## config.mk

```make
export PLATFORM = sky130hd
export DESIGN_NAME = id_ex_stage
export DESIGN_NICKNAME = d
export VERILOG_FILES = /design/src/rtl/riscv_pkg.sv /design/src/rtl/id_ex_stage_forward_unit.sv /design/src/rtl/id_ex_stage.sv
export SDC_FILE = /design/constraint.sdc
export NUM_CORES = 1
export LEC_CHECK = 0
export CAP_MARGIN = 20
export CORE_MARGIN = 1
export CORE_UTILIZATION = 46
export CTS_BUF_LIST = sky130_fd_sc_hd__clkbuf_4 sky130_fd_sc_hd__clkbuf_8
export CTS_CLUSTER_DIAMETER = 30
export DETAILED_ROUTE_END_ITERATION = 10
export PLACE_DENSITY = 0.83
export REMOVE_ABC_BUFFERS = 1
export SETUP_SLACK_MARGIN = 0.4
export SYNTH_ARGS = -nofsm -noshare
export SYNTH_HDL_FRONTEND = slang
export SYNTH_SLANG_ARGS = --single-unit
```

## constraint.sdc

```tcl
create_clock -name clk -period 3.9 [get_ports clk]
set_input_delay 0.975 -clock clk [delete_from_list [all_inputs] [get_ports clk]]
set_output_delay 0.975 -clock clk [all_outputs]
set_load 0.1 [all_outputs]
```

## src/rtl/riscv_pkg.sv

```systemverilog
// Shared pipeline definitions: datapath widths, ALU function-select codes,
// and the small enums used by the ID/EX stage and its forwarding muxes.
package riscv_pkg;

  localparam int unsigned XLEN = 32;
  localparam int unsigned RA_W = 5;

  typedef enum logic [3:0] {
    GS_ADD  = 4'b0000,
    GS_SLT  = 4'b0010,
    GS_SLTU = 4'b0011,
    GS_AND  = 4'b0100,
    GS_OR   = 4'b0101,
    GS_NOR  = 4'b0110,
    GS_XOR  = 4'b0111,
    GS_SUB  = 4'b1000
  } gs_e;

  // Operand source chosen by a forwarding mux.
  typedef enum logic [1:0] {
    FWD_NONE,
    FWD_EXM,
    FWD_WB
  } fwd_sel_e;

  // What the ID/EX stage registers do on the coming edge (reset aside).
  typedef enum logic [1:0] {
    ACT_HOLD,
    ACT_FLUSH,
    ACT_BUBBLE,
    ACT_CAPTURE
  } stage_act_e;

endpackage

```

## src/rtl/id_ex_stage_forward_unit.sv

```systemverilog
// Per-operand forwarding mux: EX/MEM result beats MEM/WB data, which beats
// the register-file value captured in ID/EX. x0 is never forwarded.
module forward_unit
  import riscv_pkg::*;
#(
  parameter int unsigned XLEN = riscv_pkg::XLEN,
  parameter int unsigned RA_W = riscv_pkg::RA_W
) (
  input  logic [RA_W-1:0] rs,
  input  logic [XLEN-1:0] reg_data,
  input  logic [RA_W-1:0] exm_rd,
  input  logic            exm_reg_write,
  input  logic [XLEN-1:0] exm_result,
  input  logic [RA_W-1:0] wb_rd,
  input  logic            wb_reg_write,
  input  logic [XLEN-1:0] wb_data,
  output logic [XLEN-1:0] fwd_data
);

  fwd_sel_e sel;

  always_comb begin
    sel = FWD_NONE;
    if (exm_reg_write && (exm_rd != '0) && (exm_rd == rs)) begin
      sel = FWD_EXM;
    end else if (wb_reg_write && (wb_rd != '0) && (wb_rd == rs)) begin
      sel = FWD_WB;
    end
  end

  always_comb begin
    case (sel)
      FWD_EXM: fwd_data = exm_result;
      FWD_WB:  fwd_data = wb_data;
      default: fwd_data = reg_data;
    endcase
  end

endmodule

```

## src/rtl/id_ex_stage.sv

```systemverilog
// ID/EX pipeline register feeding the execute ALU: operand forwarding,
// load-use bubble insertion, flush and hold. Optional perf counters under
// ID_EX_PERF_EN.
module id_ex_stage
  import riscv_pkg::*;
#(
  parameter int unsigned XLEN = riscv_pkg::XLEN,
  parameter int unsigned RA_W = riscv_pkg::RA_W
) (
  input  logic            clk,
  input  logic            rst,
  input  logic            id_valid,
  input  logic [RA_W-1:0] id_rs1,
  input  logic [RA_W-1:0] id_rs2,
  input  logic [RA_W-1:0] id_rd,
  input  logic [XLEN-1:0] id_rs1_data,
  input  logic [XLEN-1:0] id_rs2_data,
  input  logic [XLEN-1:0] id_imm,
  input  logic            id_use_imm,
  input  logic [3:0]      id_gs,
  input  logic            id_reg_write,
  input  logic            id_mem_read,
  input  logic            id_mem_write,
  input  logic [RA_W-1:0] exm_rd,
  input  logic            exm_reg_write,
  input  logic [XLEN-1:0] exm_result,
  input  logic [RA_W-1:0] wb_rd,
  input  logic            wb_reg_write,
  input  logic [XLEN-1:0] wb_data,
  input  logic            flush,
  input  logic            hold,
  output logic            id_stall,
  output logic            ex_valid,
  output logic [XLEN-1:0] ex_A,
  output logic [XLEN-1:0] ex_B,
  output logic [3:0]      ex_gs,
  output logic [RA_W-1:0] ex_rd,
  output logic            ex_reg_write,
  output logic            ex_mem_read,
  output logic            ex_mem_write,
  output logic [XLEN-1:0] ex_store_data
`ifdef ID_EX_PERF_EN
  ,
  output logic [31:0]     bubble_cnt,
  output logic [31:0]     flush_cnt
`endif
);

  logic            valid_q,     valid_d;
  logic [RA_W-1:0] rs1_q,       rs1_d;
  logic [RA_W-1:0] rs2_q,       rs2_d;
  logic [RA_W-1:0] rd_q,        rd_d;
  logic [XLEN-1:0] rs1_data_q,  rs1_data_d;
  logic [XLEN-1:0] rs2_data_q,  rs2_data_d;
  logic [XLEN-1:0] imm_q,       imm_d;
  logic            use_imm_q,   use_imm_d;
  logic [3:0]      gs_q,        gs_d;
  logic            reg_write_q, reg_write_d;
  logic            mem_read_q,  mem_read_d;
  logic            mem_write_q, mem_write_d;

  logic            load_use;
  stage_act_e      act;
  logic [XLEN-1:0] fwd_rs1;
  logic [XLEN-1:0] fwd_rs2;

  // A load in EX whose destination is read by the instruction in ID.
  always_comb begin
    load_use = valid_q && mem_read_q && (rd_q != '0) && id_valid &&
               ((rd_q == id_rs1) || (rd_q == id_rs2));
  end

  always_comb begin
    if (hold) begin
      act = ACT_HOLD;
    end else if (flush) begin
      act = ACT_FLUSH;
    end else if (load_use) begin
      act = ACT_BUBBLE;
    end else begin
      act = ACT_CAPTURE;
    end
  end

  always_comb begin
    valid_d     = valid_q;
    rs1_d       = rs1_q;
    rs2_d       = rs2_q;
    rd_d        = rd_q;
    rs1_data_d  = rs1_data_q;
    rs2_data_d  = rs2_data_q;
    imm_d       = imm_q;
    use_imm_d   = use_imm_q;
    gs_d        = gs_q;
    reg_write_d = reg_write_q;
    mem_read_d  = mem_read_q;
    mem_write_d = mem_write_q;
    unique case (act)
      ACT_HOLD: begin
      end
      ACT_FLUSH, ACT_BUBBLE: begin
        valid_d     = 1'b0;
        reg_write_d = 1'b0;
        mem_read_d  = 1'b0;
        mem_write_d = 1'b0;
      end
      ACT_CAPTURE: begin
        valid_d     = id_valid;
        rs1_d       = id_rs1;
        rs2_d       = id_rs2;
        rd_d        = id_rd;
        rs1_data_d  = id_rs1_data;
        rs2_data_d  = id_rs2_data;
        imm_d       = id_imm;
        use_imm_d   = id_use_imm;
        gs_d        = id_gs;
        reg_write_d = id_reg_write & id_valid;
        mem_read_d  = id_mem_read  & id_valid;
        mem_write_d = id_mem_write & id_valid;
      end
    endcase
  end

  always_ff @(posedge clk) begin
    if (rst) begin
      valid_q     <= 1'b0;
      rs1_q       <= '0;
      rs2_q       <= '0;
      rd_q        <= '0;
      rs1_data_q  <= '0;
      rs2_data_q  <= '0;
      imm_q       <= '0;
      use_imm_q   <= 1'b0;
      gs_q        <= '0;
      reg_write_q <= 1'b0;
      mem_read_q  <= 1'b0;
      mem_write_q <= 1'b0;
    end else begin
      valid_q     <= valid_d;
      rs1_q       <= rs1_d;
      rs2_q       <= rs2_d;
      rd_q        <= rd_d;
      rs1_data_q  <= rs1_data_d;
      rs2_data_q  <= rs2_data_d;
      imm_q       <= imm_d;
      use_imm_q   <= use_imm_d;
      gs_q        <= gs_d;
      reg_write_q <= reg_write_d;
      mem_read_q  <= mem_read_d;
      mem_write_q <= mem_write_d;
    end
  end

  forward_unit #(.XLEN(XLEN), .RA_W(RA_W)) u_fwd_rs1 (
    .rs            (rs1_q),
    .reg_data      (rs1_data_q),
    .exm_rd        (exm_rd),
    .exm_reg_write (exm_reg_write),
    .exm_result    (exm_result),
    .wb_rd         (wb_rd),
    .wb_reg_write  (wb_reg_write),
    .wb_data       (wb_data),
    .fwd_data      (fwd_rs1)
  );

  forward_unit #(.XLEN(XLEN), .RA_W(RA_W)) u_fwd_rs2 (
    .rs            (rs2_q),
    .reg_data      (rs2_data_q),
    .exm_rd        (exm_rd),
    .exm_reg_write (exm_reg_write),
    .exm_result    (exm_result),
    .wb_rd         (wb_rd),
    .wb_reg_write  (wb_reg_write),
    .wb_data       (wb_data),
    .fwd_data      (fwd_rs2)
  );

  // Operands are forced to zero while reset is asserted, even before the
  // first reset edge has cleared the registers.
  always_comb begin
    id_stall      = (load_use | hold) & ~rst;
    ex_A          = rst ? '0 : fwd_rs1;
    ex_B          = rst ? '0 : (use_imm_q ? imm_q : fwd_rs2);
    ex_store_data = rst ? '0 : fwd_rs2;
    ex_valid      = valid_q;
    ex_gs         = gs_q;
    ex_rd         = rd_q;
    ex_reg_write  = reg_write_q;
    ex_mem_read   = mem_read_q;
    ex_mem_write  = mem_write_q;
  end

`ifdef ID_EX_PERF_EN
  logic [31:0] bubble_cnt_q, bubble_cnt_d;
  logic [31:0] flush_cnt_q,  flush_cnt_d;

  always_comb begin
    bubble_cnt_d = bubble_cnt_q;
    flush_cnt_d  = flush_cnt_q;
    if (act == ACT_BUBBLE) begin
      bubble_cnt_d = bubble_cnt_q + 32'd1;
    end
    if (act == ACT_FLUSH) begin
      flush_cnt_d = flush_cnt_q + 32'd1;
    end
  end

  always_ff @(posedge clk) begin
    if (rst) begin
      bubble_cnt_q <= '0;
      flush_cnt_q  <= '0;
    end else begin
      bubble_cnt_q <= bubble_cnt_d;
      flush_cnt_q  <= flush_cnt_d;
    end
  end

  always_comb begin
    bubble_cnt = bubble_cnt_q;
    flush_cnt  = flush_cnt_q;
  end
`endif

endmodule

```

==> summary.md, run 1 <==
| Metric | Value |
|---|---|
| Status | did not finish |
| Exit stage | global routing |
| Err | [ERROR GRT-0232] Routing congestion too high. Check the congestion heatmap in the GUI. |
| Routability cong. | 0.849 |
| Placed cells | 1450 |
| Clock buffer count from CTS | 17 |
| Post-synthesis mux area share | 0.184 |
| Initial Utilization | 0.468 |
| Pre-CTS setup slack | -0.592 ns |
| Total clock sinks | 120 |
| Mapped Cells | 911 |
| Avg Inst Size Synth | 8.86 um^2 |
| Cell variety after synth | 34 |
| Chip width | 134 um |
| I/O Pins | 310 |
| Row cnt | 48 |
| Seq/Total Area, Yosys | 0.298 |
| Post-synthesis register bit count | 120 |
| Synthesized cell area | 0.00807 mm^2 |
| Total grt overflow | 89 |
| Synth warn | 0 |
| Worst_ep grt | ex_B[28] |
| Clock Path Buffers | 2 |
| Synth Area in Simple Gates | 0.329 |
| # H-tree levels | 4 |
| Post-synthesis adder-cell area fraction | 0 |
| Buffers on Ports | 309 |
| XOR/XNOR share of the synthesized area | 0.0326 |
| Initial antenna violation count | 8 |
| Die height | 134 um |
| Pin count of the biggest net entering global routing | 148 |
| Synth Area in Compound Gates | 0.102 |
| Worst-path endpoint category | top-level output |
| Total Routing Usage GR | 0.752 |
| Post-DP HPWL | 19100 um |
| Root buf cell | clkbuf_8 |
| Main combinational cell family by area after synthesis | simple AND/OR/NAND/NOR gates |
| Cts hold-fix bufs | 0 |
-- metrics by stage --
step,area (um^2),util
3_3_place_gp,12900,0.748
4_1_cts,15700,0.912
3_5_place_dp,12900,0.748
2_1_floorplan,7620,-
-- cells in the mapped netlist --
master,n,area (um^2)
nor4_1,32,200
nand3_1,6,30.0
o22ai_1,1,6.26
o21ai_2,1,8.76
and3_1,1,6.26
xor2_1,10,87.6
o41ai_1,2,17.5
nor3_1,61,305
nand2b_1,232,1450
nor4_4,1,21.3
nand2_1,7,26.3
or4_1,2,15.0
clkbuf_1,51,191
mux2i_1,148,1480
buf_2,21,105
buf_4,1,7.51
or3_1,1,6.26
nor2b_1,1,6.26
a31o_2,3,26.3
o21a_1,1,7.51
buf_8,1,15.0
buf_6,8,90.1
buf_12,2,40.0
a211oi_1,33,248
or2_2,1,6.26
o41ai_2,30,488
o2bb2ai_1,1,8.76
nor3_2,7,70.1
a21oi_1,2,10.0
xnor2_1,20,175
nand4_1,1,6.26
dfxtp_1,120,2400
nand3b_1,32,240
nor2_1,70,263
-- layer usage --
| layer | track usage | overflow |
|---|---|---|
| met4 | 0.833 | 28 |
| met3 | 0.547 | 3 |
| met1 | 0.743 | 1 |
| met5 | 0.0361 | 0 |
| met2 | 0.958 | 57 |
-- cell families after synthesis --
family                    Yosys count
buffers and inverters              84
DFF                               120
AOI/OAI and AO/OA                  74
muxes                             148
xor gates and xnor gates           30
and+or+nand+nor                   455
-- what timing repair did --
item / CTS
gates cloned: 18
pin swaps: 97
setup endpoints to repair: 97
buffers inserted: 34
resized for setup: 313
==> run 2, diff against run 1 <==
Settings changed: CORE_UTILIZATION 46 to 40, CTS_BUF_LIST sky130_fd_sc_hd__clkbuf_4 sky130_fd_sc_hd__clkbuf_8 to not set, CTS_CLUSTER_DIAMETER 30 to not set, PLACE_DENSITY 0.83 to not set, PLACE_DENSITY_LB_ADDON set to 0.15, SETUP_SLACK_MARGIN 0.4 to not set.
==> run 2 against run 1 <==
Net effect: the flow now finishes, with violations (setup timing); area after synthesis did not move; synthesized cell count did not move.
==> summary.md, run 2 <==
| Metric | Value |
|---|---|
| Root buf cell | clkbuf_16 |
| Commonest cells after routing, fill and taps aside | nand2b_1, clkdlybuf4s50_1, mux2i_1 |
| Worst rel slew slack | 0.348 |
| Clk_skew | 0.00580 ns |
| # setup viols final | 89 |
| CP required | 2.92 ns |
| Design area | 0.0161 mm^2 |
| Crit path max fanout | 6 |
| Yosys top cell area share | 0.298 (unchanged) |
| WP data arrival | 3.12 ns |
| First-pass GRT wire length | 46200 um |
| P per Cell Area | 275 mW/mm^2 |
| Filler instances | 1093 |
| Chip width | 144 um (+7.1%) |
| Hold Crit Class | register to register |
| Worst Setup Start Kind | input port |
| Routability cong. | 0.895 (+5.4%) |
| Number of global-route vias before repair | 8395 |
| Hold WS | 0.473 ns |
| Status | finished, violations left |
| Vias per Instance | 5.47 |
| CTS tree | done |
| Max-slew violations | 0 |
| Clock transition at the registers of the reported paths | 0.06 ns |
| Tmin final | 4.10 ns |
| CP Class | input port to output port |
| RSZ-0062 raised after global routing | true |
| Synth warn | 0 (unchanged) |
| Post-synthesis register bit count | 120 (unchanged) |
| Routed Antenna Nets | 0 |
| Initial antenna violation count | 1 |
| Synth top cells by count | nand2b_1, mux2i_1, dfxtp_1 |
| Period Utilization, post-route | 1.05 |
| Most common cell after layout, fill and taps aside | nand2b_1 |
| Biggest regs | imm_q: 32 flops, rs1_data_q: 32 flops, rs2_data_q: 32 flops |
| DRT Pass-1 Iters | 5 |
| Finished Layout Cells | 1583 |
| Final Worst Setup Slack | -0.197 ns |
| Area growth from synthesis to final layout | 99.5% |
| Cell variety after synth | 34 (unchanged) |
| Post-DP Area | 0.0129 mm^2 (-0.12%) |
| Routed WL per cell | 21.9 um |
| Buffers on Ports | 309 (unchanged) |
| Core box area | 0.0196 mm^2 |
| Row cnt | 51 (+6.3%) |
| Share of layout cells above drive strength 1 | 0.373 |
| 1st-iter DRT viols | 394 |
| Cell taking the most area after synthesis | dfxtp_1 |
| VDD IR-drop max | 0.302 mV |
| Die height | 144 um (+7.1%) |
| Top_reg_cell synth | dfxtp_1 |
| Nets | 1503 |
| Total Routing Usage GR | 0.297 |
| I/O Pins | 310 (unchanged) |
| Mapped Cells | 911 (unchanged) |
| Static Leak | 5.96 nW |
| EDFF count, synth | 0 (unchanged) |
| Worst-skew pair later-pin latency | 0.42 ns |
| Final hold violations | 0 |
| Clock Path Buffers | 2 (unchanged) |
| Pin count of the biggest net entering global routing | 196 |
| Total grt overflow | 0 |
| WL final | 34700 um |
| Failing checks | setup timing |
| Via count | 8663 |
| Clock buffer count from CTS | 17 (unchanged) |
| Fraction of registers with async set/reset | 0 (unchanged) |
| Type of destination of the critical path | output port |
| FMAX | 244 MHz |
| Initial Utilization | 0.412 (-0.0562) |
| DIE AREA | 0.0207 mm^2 |
| Placed cells | 1483 (+2.3%) |
| Top-count cell post-synth | nand2b_1 |
| Synth area leaders | dfxtp_1, mux2i_1, nand2b_1 |
| MaxCap Viol Count | 0 |
| DRC | 0 |
| Cts hold-fix bufs | 0 (unchanged) |
| # H-tree levels | 4 (unchanged) |
| Post-DP HPWL | 18900 um (-1.2%) |
| Actual slew at the worst max-slew pin | 0.976 ns |
| Total clock sinks | 120 (unchanged) |
| Avg Inst Size Synth | 8.86 um^2 (unchanged) |
| Synthesized cell area | 0.00807 mm^2 (unchanged) |
| Seq/Total Area, Yosys | 0.298 (unchanged) |
[run 2: cell counts after synthesis]
No cell type changed its count.
[run 2: stage by stage]
| step | TNS [ns] | util | setup WS, ns | power (W) |
|---|---|---|---|---|
| 2_1_floorplan | -1506.15 | - | -10.67 | 0.00210 |
| 3_3_place_gp | -34.48 | 0.658 | -0.446 | 0.00264 |
| 3_5_place_dp | -37.01 | 0.658 | -0.496 | 0.00266 |
| 4_1_cts | -10.78 | 0.776 | -0.237 | 0.00436 |
| 5_1_grt | -11.76 | 0.822 | -0.220 | 0.00456 |
| 6_report | -7.61 | 0.822 | -0.197 | 0.00442 |
[run 2: cells by family (layout without fill, tap and decap cells)]
group,count (synthesis),count (layout),share of synthesized area
other,0,2,0
DFF,120,120,0.298
muxes,148,148,0.184
buffers and inverters,84,489,0.0557
AOI/OAI and AO/OA,74,74,0.102
and+or+nand+nor,455,455,0.329
xor gates and xnor gates,30,30,0.0326
[run 2: area by class of cell]
cell class / count / area [um^2] / area share
Tap cell: 265 / 332 / 0.0206
Clock buffer: 18 / 439 / 0.0273
Sequential cell: 120 / 2400 / 0.149
Antenna cell: 2 / 5.00 / 0.000311
Multi-Input combinational cell: 707 / 6640 / 0.412
Clock inverter: 14 / 150 / 0.00932
Timing Repair Buffer: 457 / 6140 / 0.381
[run 2: what timing repair did]
action | CTS | global route
gates resized for setup | 228 | 144
cloned | 13 | 7
setup buffers | 36 | 25
pin swaps | 85 | 80
setup endpoints to repair | 96 | 95
[run 2: layer usage]
layer  track usage  wire length [um]  part of all wire
met1         0.323             13100              0.38
met2         0.534             17500              0.50
met3        0.0815              2610             0.075
met4         0.135              1480             0.043
met5             0                 0                 0
[run 2: worst paths after layout]
check | start | end | slack (ns) | cells after the start
worst max-delay path | wb_rd[2] | ex_B[15] | -0.20 | 9
worst min-delay path | rs1_data_q[30]$_SDFFE_PP0N_ | rs1_data_q[30]$_SDFFE_PP0N_ | 0.47 | 2
worst max register to register | ex_rd[3]$_SDFFE_PP0N_ | imm_q[12]$_SDFFE_PP0N_ | 1.75 | 6
worst min register to register | rs1_data_q[30]$_SDFFE_PP0N_ | rs1_data_q[30]$_SDFFE_PP0N_ | 0.47 | 2
[run 2: power breakdown]
part / switching, W / total, W / internal, W / leakage (nW)
clock network: 0.000617 / 0.00158 / 0.000960 / 0.283
registers: 0.0000519 / 0.00134 / 0.00129 / 0.982
logic: 0.000803 / 0.00150 / 0.000700 / 4.69
total: 0.00147 / 0.00442 / 0.00295 / 5.96
[run 2: critical path, cell delays in order]
cell and delay (ns):
buf_6 0.09, or4_4 0.53, o21ai_4 0.18, buf_6 0.12, or3_4 0.19, clkbuf_16 0.18
nor3_4 0.06, o41ai_4 0.47, clkbuf_16 0.30
(Power assumes the default switching activity.)
